File: src/rtl/change_dispenser.sv
// Coin-return payout engine: latches a balance on request and pays it out greedily,
// one coin per cycle, from per-denomination stock that is replenished by inserted coins and refills.
module change_dispenser #(
  parameter int kNumCoins  = 3,
  parameter int BAL_W      = 32,
  parameter int CNT_W      = 8,
  parameter int INIT_STOCK = 8
) (
  input  logic                         clk,
  input  logic                         reset_n,
  input  logic                         i_return_req,
  input  logic [BAL_W-1:0]             i_balance,
  input  logic [kNumCoins-1:0]         i_input_coin,
  input  logic                         i_refill,
  output logic [kNumCoins-1:0]         o_return_coin,
  output logic                         o_busy,
  output logic                         o_done,
  output logic                         o_shortfall,
  output logic [BAL_W-1:0]             o_remaining,
  output logic [kNumCoins*CNT_W-1:0]   o_stock
);

  typedef enum logic [1:0] {S_IDLE, S_DISPENSE, S_DONE} state_t;

  state_t                 state_q, state_d;
  logic [BAL_W-1:0]       remaining_q, remaining_d;
  logic [kNumCoins-1:0]   return_coin_q, return_coin_d;
  logic [CNT_W-1:0]       stock_q [kNumCoins];
  logic [CNT_W-1:0]       stock_d [kNumCoins];

  logic [kNumCoins-1:0]   eligible;
  logic [kNumCoins-1:0]   pick;
  logic [kNumCoins-1:0]   dispense;
  logic [BAL_W-1:0]       pick_value;
  logic                   refill_now;

  function automatic logic [BAL_W-1:0] coin_value(input int idx);
    case (idx)
      0:       coin_value = BAL_W'(100);
      1:       coin_value = BAL_W'(500);
      default: coin_value = BAL_W'(1000);
    endcase
  endfunction

  for (genvar gi = 0; gi < kNumCoins; gi++) begin : g_coin
    assign eligible[gi] = (stock_q[gi] != '0) && (remaining_q >= coin_value(gi));
    assign o_stock[gi*CNT_W +: CNT_W] = stock_q[gi];
  end

  // Ascending scan so the largest eligible denomination overrides smaller ones.
  always_comb begin
    pick       = '0;
    pick_value = '0;
    for (int d = 0; d < kNumCoins; d++) begin
      if (eligible[d]) begin
        pick       = '0;
        pick[d]    = 1'b1;
        pick_value = coin_value(d);
      end
    end
  end

  assign dispense   = (state_q == S_DISPENSE) ? pick : '0;
  assign refill_now = (state_q == S_IDLE) && i_refill && !i_return_req;

  always_ff @(posedge clk or negedge reset_n) begin
    if (!reset_n) state_q <= S_IDLE;
    else          state_q <= state_d;
  end

  always_comb begin
    state_d = state_q;
    case (state_q)
      S_IDLE:     if (i_return_req) state_d = S_DISPENSE;
      S_DISPENSE: if (pick == '0)   state_d = S_DONE;
      S_DONE:     state_d = S_IDLE;
      default:    state_d = S_IDLE;
    endcase
  end

  always_comb begin
    o_busy      = (state_q != S_IDLE);
    o_done      = (state_q == S_DONE);
    o_shortfall = (state_q == S_DONE) && (remaining_q != '0);
  end

  assign o_return_coin = return_coin_q;
  assign o_remaining   = remaining_q;

  always_comb begin
    remaining_d   = remaining_q;
    return_coin_d = '0;
    if (state_q == S_IDLE && i_return_req) begin
      remaining_d = i_balance;
    end else if (state_q == S_DISPENSE && pick != '0) begin
      return_coin_d = pick;
      remaining_d   = remaining_q - pick_value;
    end
  end

  // Insert and dispense of the same coin cancel; a full counter drops insertions.
  always_comb begin
    for (int i = 0; i < kNumCoins; i++) begin
      stock_d[i] = stock_q[i];
      if (refill_now) begin
        stock_d[i] = CNT_W'(INIT_STOCK);
      end else if (i_input_coin[i] && !dispense[i]) begin
        if (stock_q[i] != '1) stock_d[i] = stock_q[i] + 1'b1;
      end else if (dispense[i] && !i_input_coin[i]) begin
        stock_d[i] = stock_q[i] - 1'b1;
      end
    end
  end

  always_ff @(posedge clk or negedge reset_n) begin
    if (!reset_n) begin
      remaining_q   <= '0;
      return_coin_q <= '0;
      for (int i = 0; i < kNumCoins; i++) stock_q[i] <= CNT_W'(INIT_STOCK);
    end else begin
      remaining_q   <= remaining_d;
      return_coin_q <= return_coin_d;
      for (int i = 0; i < kNumCoins; i++) stock_q[i] <= stock_d[i];
    end
  end

endmodule

File: config.mk
export PLATFORM = sky130hd
export DESIGN_NAME = change_dispenser
export DESIGN_NICKNAME = d
export VERILOG_FILES = /design/src/rtl/change_dispenser.sv
export SDC_FILE = /design/constraint.sdc
export NUM_CORES = 1
export LEC_CHECK = 0
export ABC_AREA = 0
export CORE_UTILIZATION = 46
export DETAILED_ROUTE_END_ITERATION = 7
export PLACE_DENSITY = 0.8
export SYNTH_ARGS = -nofsm -noshare
export SYNTH_HDL_FRONTEND = slang
export SYNTH_SLANG_ARGS = --single-unit
File: constraint.sdc
create_clock -name clk -period 4.7 [get_ports clk]
set_clock_uncertainty 0.05 [all_clocks]
set_input_delay 0.94 -clock clk [delete_from_list [all_inputs] [get_ports clk]]
set_output_delay 0.94 -clock clk [all_outputs]
set_load 0.1 [all_outputs]
==> flow_summary_export.csv <==
group,metric,value,unit
status,status,"finished with violations",
status,violations,"design-rule violations",
global_route,grt_overflow,0,
sta,fmax,220,MHz
layout,layout.cells.most_common,"clkdlybuf4s50_1",
sta,final_hold_viol_count,0,
global_route,antenna_found_initial,0,
layout,design_area,0.00564,mm^2
pwr,ir_drop,0.000558,V
sta,period_share,96.9,%
placement,hpwl,8320,um
placement,portBuffers,100,
sta,holdWs,0.487,ns
global_route,grt_pass1_wl,19000,um
placement,place_area,0.00541,mm^2
clocking,clock_latency,0.34,ns
clocking,ctsHoldBuffers,0,
synth,ys_seq_area_share,35.9,%
clocking,cts_setup_buffers,0,
pwr,power-per-cell-area,743,mW/mm^2
clocking,cts_inserted_buffers,9,
synth,postSynthAreaPerCell,8.92,um^2
detailed_routing,via_count,4007,
synth,synth_edf_count,0,
placement,place_inst,675,
synth,ys_types,57,
layout,final_cell_mix,"clkdlybuf4s50_1 (98), nand2_1 (48), dfrtp_1 (39)",
detailed_routing,firstDrtPassIters,8,
min_path,hp-class,"flip-flop to flip-flop",
synth,yosysTopAreaCellShare,34.1,%
synth,ys.flop_type,"dfrtp_1",
pwr,power.switching,2.35,mW
pwr,comb_power_share,64.4,%
detailed_routing,drt-total-wl,11300,um
sta,tightest_slew,1.01,ns
layout,layout-drive-gt1-share,12.5,%
sta,setup-violations-final,0,
setup_path,path_class,"flip-flop to flip-flop",
clocking,cts_tree,"built",
global_route,grt_pass1_vias,4062,
setup_path,endpoint_kind,"flip-flop",
pwr,swShare,56.1,%
placement,pre_cts_ws,0.156,ns
synth,ys_seq_elements,61,
sta,worst_slack,0.147,ns
floorplanning,die_w,98.2,um
pwr,internal_power,1.84,mW
synth,synth_adder_area_share,9.52,%
global_route,grt_max_degree,43,
synth,synth-simple-area-share,23.0,%
sta,post-route-min-period,4.55,ns
setup_path,cp_max_fo,13,
sta,timing.slew.headroom,32.4,%
pwr,seqPwrFrac,23.1,%
detailed_routing,drc,7,
floorplanning,die_h,98.2,um
sta,setup-tns-final,0,ns
synth,synth_area,0.00426,mm^2
setup_path,startpoint_type,"flip-flop",
floorplanning,rows,34,
pwr,p_leak,2.22,nW
clocking,clk_pin_slew,0.07,ns
synth,async_flop_share,100,%
layout,n_antenna_cell,0,
synth,synth_top_family_by_area,"simple AND/OR/NAND/NOR gates",
synth,synth.area.mux_share,1.32,%
synth,yosys.area_share.xor_xnor,7.61,%
layout,fin_util,63.8,%
placement,place_congestion,0.914,
floorplanning,initial_core_util,48.1,%
setup_path,crit_arrival,4.76,ns
pwr,report.power.total,4.19,mW
clocking,htreeDepth,3,
pwr,pwr-share-clk,12.5,%
clocking,cts_root_buf,"clkbuf_8",
run,max_cap_viol_count,0,
layout,area_growth_syn_to_layout,32.5,%
synth,synth_area_leader_cell,"dfrtp_1",
detailed_routing,vias_per_cell,5.80,
sta,drv_slew,0,
clocking,ctsLongestPathBuffers,2,
detailed_routing,wl_per_cell,16.4,um
synth,yosysWarnings,0,
synth,syn_inst,477,
synth,synth.area.top_cells,"dfrtp_1 (34%), ha_1 (7.6%), xnor2_1 (5.8%)",
floorplanning,core-area,0.00885,mm^2
setup_path,worstPathRequired,4.91,ns
layout,stdcell_count,691,
floorplanning,die-area,0.00964,mm^2
clocking,cts.sinks,61,
clocking,ctsResizeCount,0,
detailed_routing,drt_iter0_markers,226,
detailed_routing,antenna_left,0,
layout,nNetsFinal,647,
global_route,grtUsageTotal,24.5,%
synth,synth_compound_area_share,18.8,%
synth,syn-num-nets,546,
layout,fillCellCount,755,
floorplanning,boundaryPins,101,
## synthesized netlist by cell type, drive strengths merged, types with 2 or more instances
master and n:
dfrtp 58, nand2 49, nor2 37, o21ai 35, xnor2 28, ha 26, a21oi 18, inv 17
nor3 17, clkbuf 15, nand3 15, nor4 15, o31ai 14, or3 12, nor2b 9, xor2 9
a21o 7, nand2b 7, nand4 7, o31a 7, or4 7, a31oi 6, o21a 6, or2 6
buf 5, a211oi 4, fa 4, o211ai 4, dfstp 3, mux2i 3, o41ai 3, a221o 2
a22oi 2, and2 2, mux2 2, nor3b 2, o21bai 2, o311ai 2
## layout make-up
| class | instances | area [um^2] | share of cell area (%) |
|---|---|---|---|
| Clock buffer | 10 | 128 | 2.26 |
| Clock inverter | 6 | 87.6 | 1.55 |
| Inverter | 17 | 66.3 | 1.18 |
| Multi-Input combinational cell | 379 | 2590 | 46.0 |
| Sequential cell | 61 | 1560 | 27.7 |
| Tap cell | 108 | 135 | 2.40 |
| Timing Repair Buffer | 110 | 1070 | 18.9 |
## state kept, by name (all words and copies together) (netlist names)
| register | cells |
|---|---|
| o_return_coin | 3 |
| state_q | 2 |
| o_remaining | 32 |
| o_stock | 24 |
## worst max-delay path, cell delays in order (launching register included)
cell     delay (ns)
dfrtp_4        0.51
or4_4          0.52
or4_4          0.60
o31a_2         0.48
nor3_4         0.17
ha_1           0.29
o21a_1         0.13
o31a_1         0.13
o31a_1         0.28
o31a_1         0.32
or3_1          0.43
or3_1          0.38
a31oi_1        0.17
## power groups by stage
stage | registers (mW) | clock network [mW] | logic (mW)
floorplan | 2.12 | 0 | 0.903
global placement | 0.962 | 0 | 2.62
detailed placement | 0.972 | 0 | 2.69
CTS | 0.964 | 0.531 | 2.69
global route | 1.00 | 0.554 | 2.85
finish | 0.969 | 0.523 | 2.70
## path summary, 6_finish.rpt
kind / from / to / slack (ns) / cells after the start
hold reg to reg: o_stock[11] / o_stock[11] / 0.49 / 2
setup reg to reg: o_remaining[16] / o_remaining[27] / 0.15 / 12
max in group asynchronous: reset_n / o_remaining[24] / 3.10 / 2
setup / recovery: o_remaining[16] / o_remaining[27] / 0.15 / 12
min in group asynchronous: reset_n / o_stock[1] / 0.56 / 1
hold / removal: o_stock[11] / o_stock[11] / 0.49 / 2
## layer usage
layer | up-vias | GRT usage [%] | share of wire (%)
met2 | 124 | 40.5 | 49
met4 | 0 | 10.1 | 1.6
met1 | 1939 | 31.1 | 43
li1 | 1927 | - | -
met5 | - | 0 | 0
met3 | 17 | 5.65 | 6.3
## cell families after synthesis
| family | after synthesis |
|---|---|
| buffers and inverters | 37 |
| DFF | 61 |
| muxes | 5 |
| and+or+nand+nor | 189 |
| adders and majority gates | 30 |
| AOI/OAI and AO/OA | 118 |
| xor gates and xnor gates | 37 |
No activity file was read; power rests on OpenSTA's default activity.
